==> config.mk <==
export PLATFORM = sky130hd
export DESIGN_NAME = bip2_control_flat
export DESIGN_NICKNAME = d
export VERILOG_FILES = /design/src/rtl/bip2_control_if.sv /design/src/rtl/bip2_control.sv /design/src/flat_wrapper.sv
export SDC_FILE = /design/constraint.sdc
export NUM_CORES = 1
export LEC_CHECK = 0
export CORE_ASPECT_RATIO = 2
export CORE_MARGIN = 2
export CORE_UTILIZATION = 44
export DETAILED_ROUTE_END_ITERATION = 10
export PLACE_DENSITY = 0.83
export REMOVE_ABC_BUFFERS = 1
export SYNTH_ARGS = -nofsm -noshare
export SYNTH_HDL_FRONTEND = slang
export SYNTH_SLANG_ARGS = --single-unit
==> constraint.sdc <==
create_clock -name clock_in -period 1.9 [get_ports clock_in]
set_input_delay 0.38 -clock clock_in [delete_from_list [all_inputs] [get_ports clock_in]]
set_output_delay 0.38 -clock clock_in [all_outputs]
set_load 0.01 [all_outputs]
==> src/rtl/bip2_control_if.sv <==
// Bus between the BIP2 control unit and its datapath: instruction fetch,
// ALU flags in, datapath/memory control strobes out.
interface bip2_control_if #(
  parameter int DATA_WIDTH = 16,
  parameter int ADDR_WIDTH = 11
);
  logic [DATA_WIDTH-1:0] instr_in;
  logic                  alu_Z_in;
  logic                  alu_N_in;
  logic [ADDR_WIDTH-1:0] pc_out;
  logic [DATA_WIDTH-1:0] operand_out;
  logic [ADDR_WIDTH-1:0] data_addr_out;
  logic                  data_wr_out;
  logic                  acc_wr_out;
  logic [1:0]            acc_src_sel_out;
  logic                  alu_b_sel_out;
  logic                  alu_op_out;
  logic [1:0]            status_out;
  logic                  halted_out;

  modport master (
    input  instr_in, alu_Z_in, alu_N_in,
    output pc_out, operand_out, data_addr_out, data_wr_out, acc_wr_out,
           acc_src_sel_out, alu_b_sel_out, alu_op_out, status_out, halted_out
  );

  modport slave (
    output instr_in, alu_Z_in, alu_N_in,
    input  pc_out, operand_out, data_addr_out, data_wr_out, acc_wr_out,
           acc_src_sel_out, alu_b_sel_out, alu_op_out, status_out, halted_out
  );
endinterface

==> src/rtl/bip2_control.sv <==
// BIP2 multicycle control unit: FETCH/EXEC sequencing, PC/IR ownership,
// {N,Z} status register and branch resolution, sticky HALT.
module bip2_control #(
  parameter int DATA_WIDTH = 16,
  parameter int ADDR_WIDTH = 11
) (
  input  logic             clock_in,
  input  logic             reset_n_in,
  bip2_control_if.master   bus
);

  typedef enum logic [1:0] {
    S_FETCH = 2'd0,
    S_EXEC  = 2'd1,
    S_HALT  = 2'd2
  } state_t;

  localparam logic [4:0] OP_HLT  = 5'b00000;
  localparam logic [4:0] OP_STO  = 5'b00001;
  localparam logic [4:0] OP_LD   = 5'b00010;
  localparam logic [4:0] OP_LDI  = 5'b00011;
  localparam logic [4:0] OP_ADD  = 5'b00100;
  localparam logic [4:0] OP_ADDI = 5'b00101;
  localparam logic [4:0] OP_SUB  = 5'b00110;
  localparam logic [4:0] OP_SUBI = 5'b00111;
  localparam logic [4:0] OP_BEQ  = 5'b01000;
  localparam logic [4:0] OP_BNE  = 5'b01001;
  localparam logic [4:0] OP_BGT  = 5'b01010;
  localparam logic [4:0] OP_BGE  = 5'b01011;
  localparam logic [4:0] OP_BLT  = 5'b01100;
  localparam logic [4:0] OP_BLE  = 5'b01101;
  localparam logic [4:0] OP_JMP  = 5'b01110;

  state_t                state_q, state_d;
  logic [ADDR_WIDTH-1:0] pc_q, pc_d;
  logic [DATA_WIDTH-1:0] ir_q, ir_d;
  logic [1:0]            status_q, status_d;

  logic [4:0]            opcode;
  logic signed [10:0]    imm;
  logic                  st_n, st_z;
  logic                  taken;
  logic                  data_wr, acc_wr, b_sel, alu_op;
  logic [1:0]            acc_src;

  assign opcode = ir_q[DATA_WIDTH-1 -: 5];
  assign imm    = ir_q[10:0];
  assign st_n   = status_q[1];
  assign st_z   = status_q[0];

  // Branches look only at the registered status, never at the live ALU flags.
  always_comb begin
    taken = 1'b0;
    case (opcode)
      OP_BEQ:  taken = st_z;
      OP_BNE:  taken = !st_z;
      OP_BGT:  taken = !st_z && !st_n;
      OP_BGE:  taken = !st_n;
      OP_BLT:  taken = st_n;
      OP_BLE:  taken = st_n || st_z;
      OP_JMP:  taken = 1'b1;
      default: taken = 1'b0;
    endcase
  end

  always_comb begin
    state_d  = state_q;
    pc_d     = pc_q;
    ir_d     = ir_q;
    status_d = status_q;
    data_wr  = 1'b0;
    acc_wr   = 1'b0;
    acc_src  = 2'd0;
    b_sel    = 1'b0;
    alu_op   = 1'b0;
    case (state_q)
      S_FETCH: begin
        ir_d    = bus.instr_in;
        state_d = S_EXEC;
      end
      S_EXEC: begin
        state_d = S_FETCH;
        pc_d    = taken ? ir_q[ADDR_WIDTH-1:0] : pc_q + ADDR_WIDTH'(1);
        case (opcode)
          OP_HLT: begin
            state_d = S_HALT;
            pc_d    = pc_q;
          end
          OP_STO: data_wr = 1'b1;
          OP_LD: begin
            acc_wr  = 1'b1;
            acc_src = 2'd1;
          end
          OP_LDI: begin
            acc_wr  = 1'b1;
            acc_src = 2'd2;
          end
          OP_ADD, OP_ADDI, OP_SUB, OP_SUBI: begin
            acc_wr   = 1'b1;
            b_sel    = opcode[0];
            alu_op   = opcode[1];
            status_d = {bus.alu_N_in, bus.alu_Z_in};
          end
          default: ;
        endcase
      end
      S_HALT:  state_d = S_HALT;
      default: state_d = S_FETCH;
    endcase
  end

  always_ff @(posedge clock_in or negedge reset_n_in) begin
    if (!reset_n_in) begin
      state_q  <= S_FETCH;
      pc_q     <= '0;
      ir_q     <= '0;
      status_q <= '0;
    end else begin
      state_q  <= state_d;
      pc_q     <= pc_d;
      ir_q     <= ir_d;
      status_q <= status_d;
    end
  end

  assign bus.pc_out          = pc_q;
  assign bus.operand_out     = {{(DATA_WIDTH-11){imm[10]}}, imm};
  assign bus.data_addr_out   = ir_q[ADDR_WIDTH-1:0];
  assign bus.data_wr_out     = data_wr;
  assign bus.acc_wr_out      = acc_wr;
  assign bus.acc_src_sel_out = acc_src;
  assign bus.alu_b_sel_out   = b_sel;
  assign bus.alu_op_out      = alu_op;
  assign bus.status_out      = status_q;
  assign bus.halted_out      = (state_q == S_HALT);

endmodule

==> src/flat_wrapper.sv <==
// flat-port wrapper written by rule: the top's interface ports become plain ports
module bip2_control_flat 
#(
  parameter int DATA_WIDTH = 16,
  parameter int ADDR_WIDTH = 11
)
  (clock_in, reset_n_in, bus_instr_in, bus_alu_Z_in, bus_alu_N_in, bus_pc_out, bus_operand_out, bus_data_addr_out, bus_data_wr_out, bus_acc_wr_out, bus_acc_src_sel_out, bus_alu_b_sel_out, bus_alu_op_out, bus_status_out, bus_halted_out);
  bip2_control_if #(.DATA_WIDTH(DATA_WIDTH), .ADDR_WIDTH(ADDR_WIDTH)) bus_i ();
  input  logic clock_in;
  input  logic reset_n_in;
  input wire logic [$bits(bus_i.instr_in)-1:0] bus_instr_in;
  input wire logic [$bits(bus_i.alu_Z_in)-1:0] bus_alu_Z_in;
  input wire logic [$bits(bus_i.alu_N_in)-1:0] bus_alu_N_in;
  output wire logic [$bits(bus_i.pc_out)-1:0] bus_pc_out;
  output wire logic [$bits(bus_i.operand_out)-1:0] bus_operand_out;
  output wire logic [$bits(bus_i.data_addr_out)-1:0] bus_data_addr_out;
  output wire logic [$bits(bus_i.data_wr_out)-1:0] bus_data_wr_out;
  output wire logic [$bits(bus_i.acc_wr_out)-1:0] bus_acc_wr_out;
  output wire logic [$bits(bus_i.acc_src_sel_out)-1:0] bus_acc_src_sel_out;
  output wire logic [$bits(bus_i.alu_b_sel_out)-1:0] bus_alu_b_sel_out;
  output wire logic [$bits(bus_i.alu_op_out)-1:0] bus_alu_op_out;
  output wire logic [$bits(bus_i.status_out)-1:0] bus_status_out;
  output wire logic [$bits(bus_i.halted_out)-1:0] bus_halted_out;
  assign bus_i.instr_in = bus_instr_in;
  assign bus_i.alu_Z_in = bus_alu_Z_in;
  assign bus_i.alu_N_in = bus_alu_N_in;
  assign bus_pc_out = bus_i.pc_out;
  assign bus_operand_out = bus_i.operand_out;
  assign bus_data_addr_out = bus_i.data_addr_out;
  assign bus_data_wr_out = bus_i.data_wr_out;
  assign bus_acc_wr_out = bus_i.acc_wr_out;
  assign bus_acc_src_sel_out = bus_i.acc_src_sel_out;
  assign bus_alu_b_sel_out = bus_i.alu_b_sel_out;
  assign bus_alu_op_out = bus_i.alu_op_out;
  assign bus_status_out = bus_i.status_out;
  assign bus_halted_out = bus_i.halted_out;
  bip2_control #(.DATA_WIDTH(DATA_WIDTH), .ADDR_WIDTH(ADDR_WIDTH)) u_core (.clock_in(clock_in), .reset_n_in(reset_n_in), .bus(bus_i));
endmodule
==> metrics.md <==
| Metric | Value |
|---|---|
| Outcome | complete, but fails checks |
| Failing checks | negative setup slack |
| Worst setup margin | -0.00852 ns |
| Crit path arrival time | between 1.5 and 2 ns |
| Post-synthesis simple-gate area fraction | 12.5% |
| CP required | 1.52 ns |
| Clock skew | 0.00741 ns |
| Avg Inst Size Synth | around 10 um2 |
| Worst-path clk slew | around 0.070 ns |
| Fmax | about 520 MHz |
| Crit path max fanout | 3 |
| DP Worst Slack | -0.137 ns |
| Core Area | 3840 um2 |
| Fin. Hold Viols | 0 |
| FF-to-FF End | u_core.bus.pc_out[8] |
| Post-synthesis xor/xnor area fraction | less than 1% |
| RSZ-0062 raised after global routing | yes |
| Clk root buf | clkbuf_8 |
| Number of buffers created by CTS | 5 |
| R2r startpoint | u_core.ir_q[13] |
| Synth Flop Type | dfrtp_1 |
| Worst-skew pair later-pin latency | 0.29 ns |
| Final setup vio count | 1 |
| Vias in the first global route | 1416 |
| Startpoint Class | flip-flop |
| Maximum number of pins on one net before global-route repair | 32 |
| Synth Warn # | 0 |
| Die Span Y | around 94 um |
| Final antenna-violating net count | 0 |
| Routed WL | 4.03 mm |
| Antenna violations before repair | 0 |
| Seq/Total Area, Yosys | between 40 and 50% |
| Htree depth | 2 |
| IO buf count | 66 |
| Antenna Cells | 0 |
| Worst slew margin | between 60% and 70% |
| Worst vdd ir | ~1.2 mV |
| Worst Max-Slew Pin Slew | approximately 0.5 ns |
| Die area | 4590 um2 |
| Reg2Reg Depth | 6 |
| CP max stage delay | approximately 0.38 ns |
| Setup crit end kind | output port |
| Synth Cell Area | approximately 1800 um2 |
| Global route overflow | 0 |
| Vias per cell | 5.23 |
| GP Congestion | approximately 0.75 |
| Cell leakage power | between 1 and 1.5 nW |
| Final nets | about 240 |
| Async S/R FF share, synth | between 90% and 100% |
| Post-synthesis cell type count | 36 |
| Worst path slowest cell | dfrtp_1 |
| Post-Place Cells | 265 |
| Period utilisation layout | 100% |
| Placement row count | 32 |
| Fin cells | between 200 and 300 |
| Worst-path cell chain | nand2b_4, or3_4, nor2_4, and3_1, buf_2 |
| Reg2reg setup slack | 0.11 ns |
| Post-synthesis mux area share | 16.4% |
| CTS tree | yes |
| GRT Util Overall | 18.7% |
| Initial Utilization | 46.2% |
| Power per Cell Area | slightly below 2000 nW/um2 |
| First-pass GRT wire length | approximately 6.6 mm |
| EDFF count, synth | 0 |
| Synthesis-to-finish area growth | 38.5% |
| I/O pins | 67 |
| Final min period | roughly 1.9 ns |
| Clk sink count | 31 |
| Share of layout cells above drive strength 1 | between 20 and 25% |
| Max Buffers Root-to-Sink | 2 |
| DRC | 0 |
| Hold WC Path Type | in -> async |
| Compound-Gate Fraction of Synth Area | between 10% and 20% |
| Die Width | between 40 and 50 um |
| Final setup TNS | -0.00852 ns |
| Post-DP HPWL | between 2 and 3 mm |
| Crit path from | u_core.state_q[1] |
| Post-synthesis adder-cell area fraction | 0.705% |
| Vias | 1437 |
| Pre-Repair DR Iteration Count | 4 |
| Avg WL per Cell | about 15 um |
| Max-Cap Viols | 0 |
| Final core occ | 64.0% |
| Cell count after synthesis | roughly 170 |
| Largest family of logic cells by synthesized area | multiplexers |
| DRT iter0 DRCs | 12 |
| Final slew viol count | 0 |
| CP Class | reg -> out |
| FF+latch count, synth | 31 |
logic make-up (layout without fill, tap and decap cells):
family,count (synthesis),after routing
and+or+nand+nor,44,44
buffers and inverters,39,92
DFF,31,31
AOI/OAI and AO/OA,28,28
muxes,27,27
adders and majority gates,1,1
xor gates and xnor gates,1,1
synthesized netlist by cell type, types with 2 or more instances:
library cell | count | area share (%)
a21oi_1 | 10 | 2.8
mux2_2 | 14 | 8.9
buf_6 | 2 | 1.3
inv_1 | 5 | 1.1
buf_4 | 28 | 12
nor3_1 | 2 | 0.56
and3_2 | 2 | 0.85
a2bb2oi_1 | 8 | 3.9
mux2i_1 | 10 | 5.6
nand4_1 | 3 | 1.1
and3_1 | 5 | 1.8
nor2_1 | 6 | 1.3
nand2_1 | 14 | 3.0
o21ai_0 | 2 | 0.56
dfrtp_1 | 31 | 44
nand3_1 | 6 | 1.7
o21ai_1 | 2 | 0.56
mux2_1 | 3 | 1.9
sequential cells by signal, summed over array words and instances (netlist names):
register / count
u_core.state_q: 2
u_core.ir_q: 16
u_core.bus.pc_out: 11
u_core.bus.status_out: 2
power by group:
group	switching [mW]	total, mW	internal (mW)	leakage [nW]
Combinational	1.18	2.81	1.63	0.677
Sequential	0.419	1.43	1.01	0.359
Clock	0.245	0.575	0.330	0.0515
Total	1.84	4.81	2.97	1.09
per-stage QoR:
stage          instance area (um2)  hold WS (ns)  total power [mW]
2_1_floorplan                 1530        0.0844              2.69
3_3_place_gp                  2340         0.534              4.10
3_5_place_dp                  2340         0.547              4.18
4_1_cts                       2450         0.501              4.78
5_1_grt                       2460         0.526              5.12
6_report                      2460         0.482              4.81
per-layer routing:
layer  GRT usage (%)  part of all wire (%)  vias up  wire (um)
met4            9.05                   2.2        0         89
li1                -                     -      678          -
met1            19.7                    37      709       1470
met3            4.46                   4.6       10        185
met5               0                     0        -          0
met2            34.1                    57       40       2280
timing repair:
| action | in CTS | in global routing |
|---|---|---|
| pin swaps | 1 | 0 |
| endpoints found under the setup margin | 7 | 16 |
| setup buffers | 0 | 2 |
| gates resized for setup | 19 | 9 |
| hold buffers | 0 | 0 |
critical path: cells and delay by family (launching register included):
family,cells,cell delay (ns)
simple gates,4,0.74
flops,1,0.38
buf+inv,1,0.12
layout by cell type (no fill, tap or decap), types with 2 or more instances in the layout:
cell / synthesis / layout
and3_1: 5 / 5
clkdlybuf4s50_1: 0 / 59
dfrtp_1: 31 / 30
mux2i_1: 10 / 10
mux2_1: 3 / 3
mux2_2: 14 / 14
a21oi_1: 10 / 9
nor2_1: 6 / 5
nand4_1: 3 / 3
inv_1: 5 / 5
a2bb2oi_1: 8 / 8
o21ai_1: 2 / 2
nand2_1: 14 / 14
clkbuf_2: 1 / 4
clkbuf_8: 0 / 7
and3_2: 2 / 2
o21ai_0: 2 / 2
buf_4: 28 / 12
nand3_1: 6 / 6
buf_2: 1 / 2
final cells by class:
cell class	instances	area [um2]
Timing Repair Buffer	79	739
Fill cell	332	1390
Tap cell	51	63.8
Inverter	5	18.8
Clock buffer	8	100
Sequential cell	31	777
Multi-Input combinational cell	101	759
how the worst max path moves through the flow:
stage	slack (ns)	end
after global routing	-0.09	bus_acc_src_sel_out[0]
after floorplan	-0.19	u_core.bus.pc_out[3]
after global placement	-0.13	bus_acc_src_sel_out[1]
after CTS	0.004	bus_acc_src_sel_out[1]
final	-0.009	bus_acc_src_sel_out[1]
after detailed placement	-0.14	bus_acc_src_sel_out[1]
Power figures use the tool's default switching activity.
==> RTL change 1, RTL diff (same settings) <==
Reset style: synchronous (`reset_n_in`), changed in one clocked block.
--- a/src/rtl/bip2_control.sv
+++ b/src/rtl/bip2_control.sv
@@ -110,5 +110,5 @@
   end
 
-  always_ff @(posedge clock_in or negedge reset_n_in) begin
+  always_ff @(posedge clock_in) begin
     if (!reset_n_in) begin
       state_q  <= S_FETCH;
Check against the original RTL: differs if reset_n_in is asserted again (counterexample within 4 cycles, from zero or initial values and one cycle with reset_n_in low); with reset_n_in held inactive, the same outputs for 10 cycles.
==> RTL change 1 against the unedited design <==
Synthesized area fell by 2.9%. Critical endpoint is now u_core.bus.pc_out[2]. Setup slack improved by 0.013 ns. Sequential cell count unchanged. Critical path type is now reg2reg. Highest routed layer unchanged. Clock skew shrank 0.0021 ns. Wire length is 20% higher. Synthesized cell count rose by 30%. Cell area grew 1.2%.
Power is not compared: it rests on default switching activity, and its combinational part moved more than twofold at a synthesized area within 25%.
==> RTL change 1: results (changes against the unedited design) <==
Outcome
  • Status: completed

Global routing
  • Wire length of the first global-routing pass: 7.58 mm (+15%)
  • GR Util All Layers: 23.2% (+4.5 points)

Final layout
  • Sequential share of cell area: 25.2% (-6.4 points)
  • Layout buffering overhead excluding clock cells: 32.8% (+2.8 points)
  • Final nets: 302 (+24%)
  • Share of cells above drive strength 1: 19.6% (-2.3 points)
  • Layout area overhead: 44.3%
  • Logic inverters: 4 (-1)
  • Fill cells: 322 (-3.0%)

Worst setup path
  • Reg2reg path depth: 5 (-1)
  • Crit-path max FO: 8 (+5)
  • Slowest-stage cell, CP: mux2_2

Clock network
  • Post-CTS Setup Inserts: 1 (+1)

Placed design
  • Post-DP Area: 2360 um2 (+0.64%)
  • Routability congestion estimate: 0.918 (+22%)
  • Hpwl dp: 3.58 mm (+26%)
  • Placement Setup Slack: -0.0973 ns (+0.0396 ns)

Timing
  • Rel. slew slack: 76.0% (+9.3 points)
  • Fmax: 528 MHz (+0.70%)

Logic synthesis
  • Synth Flop Type: dfxtp_1
  • Post-Synth XOR/XNOR Area: 0.508% (+0.015 points)
  • Synth Area in Adders: 0.726% (+0.021 points)
  • Top cells by area, synth: dfxtp_1 (36%), buf_4 (12%), nand2_1 (9.6%), a21oi_1 (5.8%), nand3_1 (2.9%)
  • Post-synth cell types: 43 (+19%)
  • Register area share after synthesis: 36.0% (-7.7 points)

Drt
  • Vias per cell: 5.41 (+3.6%)
  • Via count: 1797 (+25%)
## RTL change 1: cell count changes after synthesis, moves of 6 or more
cell,before,now
mux2i_1,10,0
nand2_1,14,44
a21oi_1,10,20
dfrtp_1,31,0
mux2_2,14,2
dfxtp_1,0,31
clkbuf_1,1,7
a31oi_1,0,6
## RTL change 1: metal layers
| metal | global-route usage [%] | vias up | wire, um | share of wire (%) |
|---|---|---|---|---|
| met5 | 0 | - | 0 | 0 |
| met4 | 13.3 | 0 | 157 | 3.2 |
| met3 | 3.70 | 16 | 204 | 4.2 |
| met2 | 42.0 | 67 | 2850 | 59 |
| met1 | 21.8 | 846 | 1620 | 33 |
| li1 | - | 868 | - | - |
## RTL change 1: power groups by stage
stage / Combinational (mW) / Clock [mW] / Sequential (mW)
floorplan: 0.182 / 0 / 0.803
global placement: 0.522 / 0 / 0.772
detailed placement: 0.531 / 0 / 0.775
CTS: 0.540 / 0.528 / 0.762
global route: 0.604 / 0.553 / 0.772
finish: 0.557 / 0.514 / 0.765
==> RTL change 2, RTL diff (config.mk and constraints unchanged) <==
Without the edit above. `DATA_WIDTH` is set to 16 in 3 places; all go to 32.
--- a/src/rtl/bip2_control_if.sv
+++ b/src/rtl/bip2_control_if.sv
@@ -2,5 +2,5 @@
 // ALU flags in, datapath/memory control strobes out.
 interface bip2_control_if #(
-  parameter int DATA_WIDTH = 16,
+  parameter int DATA_WIDTH = 32,
   parameter int ADDR_WIDTH = 11
 );
--- a/src/rtl/bip2_control.sv
+++ b/src/rtl/bip2_control.sv
@@ -2,5 +2,5 @@
 // {N,Z} status register and branch resolution, sticky HALT.
 module bip2_control #(
-  parameter int DATA_WIDTH = 16,
+  parameter int DATA_WIDTH = 32,
   parameter int ADDR_WIDTH = 11
 ) (
--- a/src/flat_wrapper.sv
+++ b/src/flat_wrapper.sv
@@ -2,5 +2,5 @@
 module bip2_control_flat 
 #(
-  parameter int DATA_WIDTH = 16,
+  parameter int DATA_WIDTH = 32,
   parameter int ADDR_WIDTH = 11
 )
Ports: changed (resized bus_instr_in and bus_operand_out); port bits go from 67 to 99. The function was not compared with the original's and may differ.
==> RTL change 2 against the unedited design <==
The flow still finishes with violations (setup timing). Cell area is 15% higher. Wire length is 20% higher. First-iteration DRC count grew to 2.9 times the old value. Setup slack worse by 0.012 ns. Synthesized cell count is 18% higher. Via count is 15% higher. Die area is 11% higher. Sequential cell count stayed put. Largest cell class is now non-clock buffers. Synthesized area is 12% higher. Largest power group unchanged. Power is 18% higher.
==> RTL change 2: results (changes against the unedited design) <==
Outcome
  • Status: finished, violations left
  • Violated checks: setup timing

Logic synthesis
  • Post-synth cell types: 35 (-2.8%)
  • Post-Synth XOR/XNOR Area: 0.879% (+0.39 points)
  • Post-synthesis mux area share: 15.2% (-1.2 points)
  • Largest family of logic cells by synthesized area: buffers and inverters
  • Top cells by area, synth: dfrtp_1 (39%), buf_4 (16%), mux2_2 (10%), mux2i_1 (5.0%), a2bb2oi_1 (3.5%)
  • Synth Area in Adders: 0.628% (-0.077 points)
  • Post-synth top cells: buf_4 (43), dfrtp_1 (31), mux2_2 (18)
  • Cells after Synth: 201 (+18%)
  • Synth Area in Compound Gates: 11.4% (+0.31 points)
  • Register area share after synthesis: 38.9% (-4.7 points)

Worst setup path
  • Crit-path max FO: 10 (+7)
  • Startpoint types: register
  • Worst Setup SP: u_core.ir_q[29]
  • Top delay family on crit path: compound AO/OA/AOI/OAI gates
  • Setup crit end: u_core.bus.pc_out[3]
  • Slowest-stage cell, CP: dfrtp_2
  • Reg2reg path depth: 7 (+1)
  • Delay of the slowest critical-path stage: 0.44 ns (+0.06 ns)
  • CP arrival: 2.05 ns (+0.52 ns)

Timing
  • Rel. slew slack: 42.0% (-25 points)
  • Setup violators final: 2 (+1)
  • Worst setup margin: -0.0205 ns (-0.0120 ns)
  • Final hold slack: 0.489 ns (+0.00719 ns)
  • Setup TNS Final: -0.0344 ns (-0.0259 ns)

Pwr
  • Leakage: 1.22 nW (+12%)
  • VDD IR max: 1.16 mV (-3.9%)

Placed design
  • Post-DP Area: 2670 um2 (+14%)
  • Hpwl dp: 3.33 mm (+17%)
  • Port Buffers: 82 (+24%)
  • Routability congestion estimate: 0.767 (+2.0%)
  • Post-Place Cells: 303 (+14%)

Clock network
  • Clk slew on worst S/H paths: 0.06 ns

Final layout
  • Share of cells above drive strength 1: 23.2% (+1.3 points)
  • Final Non-Filler Cells: 313 (+14%)
  • Fill cells: 352 (+6.0%)

Global routing
  • Wire length of the first global-routing pass: 7.22 mm (+10%)
  • GR Util All Layers: 18.5% (-0.20 points)
  • Vias in the first global route: 1660 (+17%)

Drt
  • First-pass DRT Iterations: 2 (-2)
  • Via count: 1654 (+15%)
  • DR WL/cell: 15.5 um (+5.5%)
  • Starting DRT DRC Count: 35 (+23)
-- RTL change 2: changes by cell type after synthesis, moves of 3 or more --
cell    delta
buf_4     +15
mux2_2     +4
buf_2      +4
mux2_1     -3
-- RTL change 2: layout make-up --
type	count	area (um2)	share of cell area, %
tap	54	67.6	2.39
multi-input combinational	114	875	30.9
clock inverter	1	5.00	0.177
sequential	31	782	27.6
clock buffer	6	82.6	2.92
inverter	4	15.0	0.530
timing repair buffer	103	1000	35.5
-- RTL change 2: timing repair --
action,in CTS,in global routing
resized for setup,19,16
hold endpoints to repair,0,0
gates cloned,0,1
pin swaps,1,1
endpoints found under the setup margin,37,39
setup buffers,0,2
hold buffers,0,0
-- RTL change 2: routing by layer --
metal / GRT usage [%] / up-vias / share of wire, %
met2: 34.0 / 66 / 54
li1: - / 777 / -
met3: 3.15 / 10 / 6.1
met1: 18.5 / 801 / 37
met5: 0 / - / 0
met4: 10.7 / 0 / 2.7
-- RTL change 2: logic make-up after synthesis --
logic type	count (synthesis)
buffers and inverters	56
adder cells (fa/ha/maj)	1
multiplexers	28
XOR/XNOR	2
AND/OR/NAND/NOR	51
AO/OA/AOI/OAI	32
flip-flops	31
-- RTL change 2: through the flow --
step / setup WS (ns) / power, mW
floorplan: -0.231 / 2.94
global placement: -0.0794 / 4.86
detailed placement: -0.155 / 4.93
CTS: -0.00984 / 5.50
global route: -0.116 / 6.05
finish: -0.0205 / 5.70
-- RTL change 2: report_power, final --
group | internal, mW | switching, mW | leakage (nW) | total, mW
clock | 0.284 | 0.241 | 0.0470 | 0.525
sequential | 1.01 | 0.506 | 0.357 | 1.52
combinational | 2.17 | 1.48 | 0.814 | 3.65
total | 3.47 | 2.23 | 1.22 | 5.70
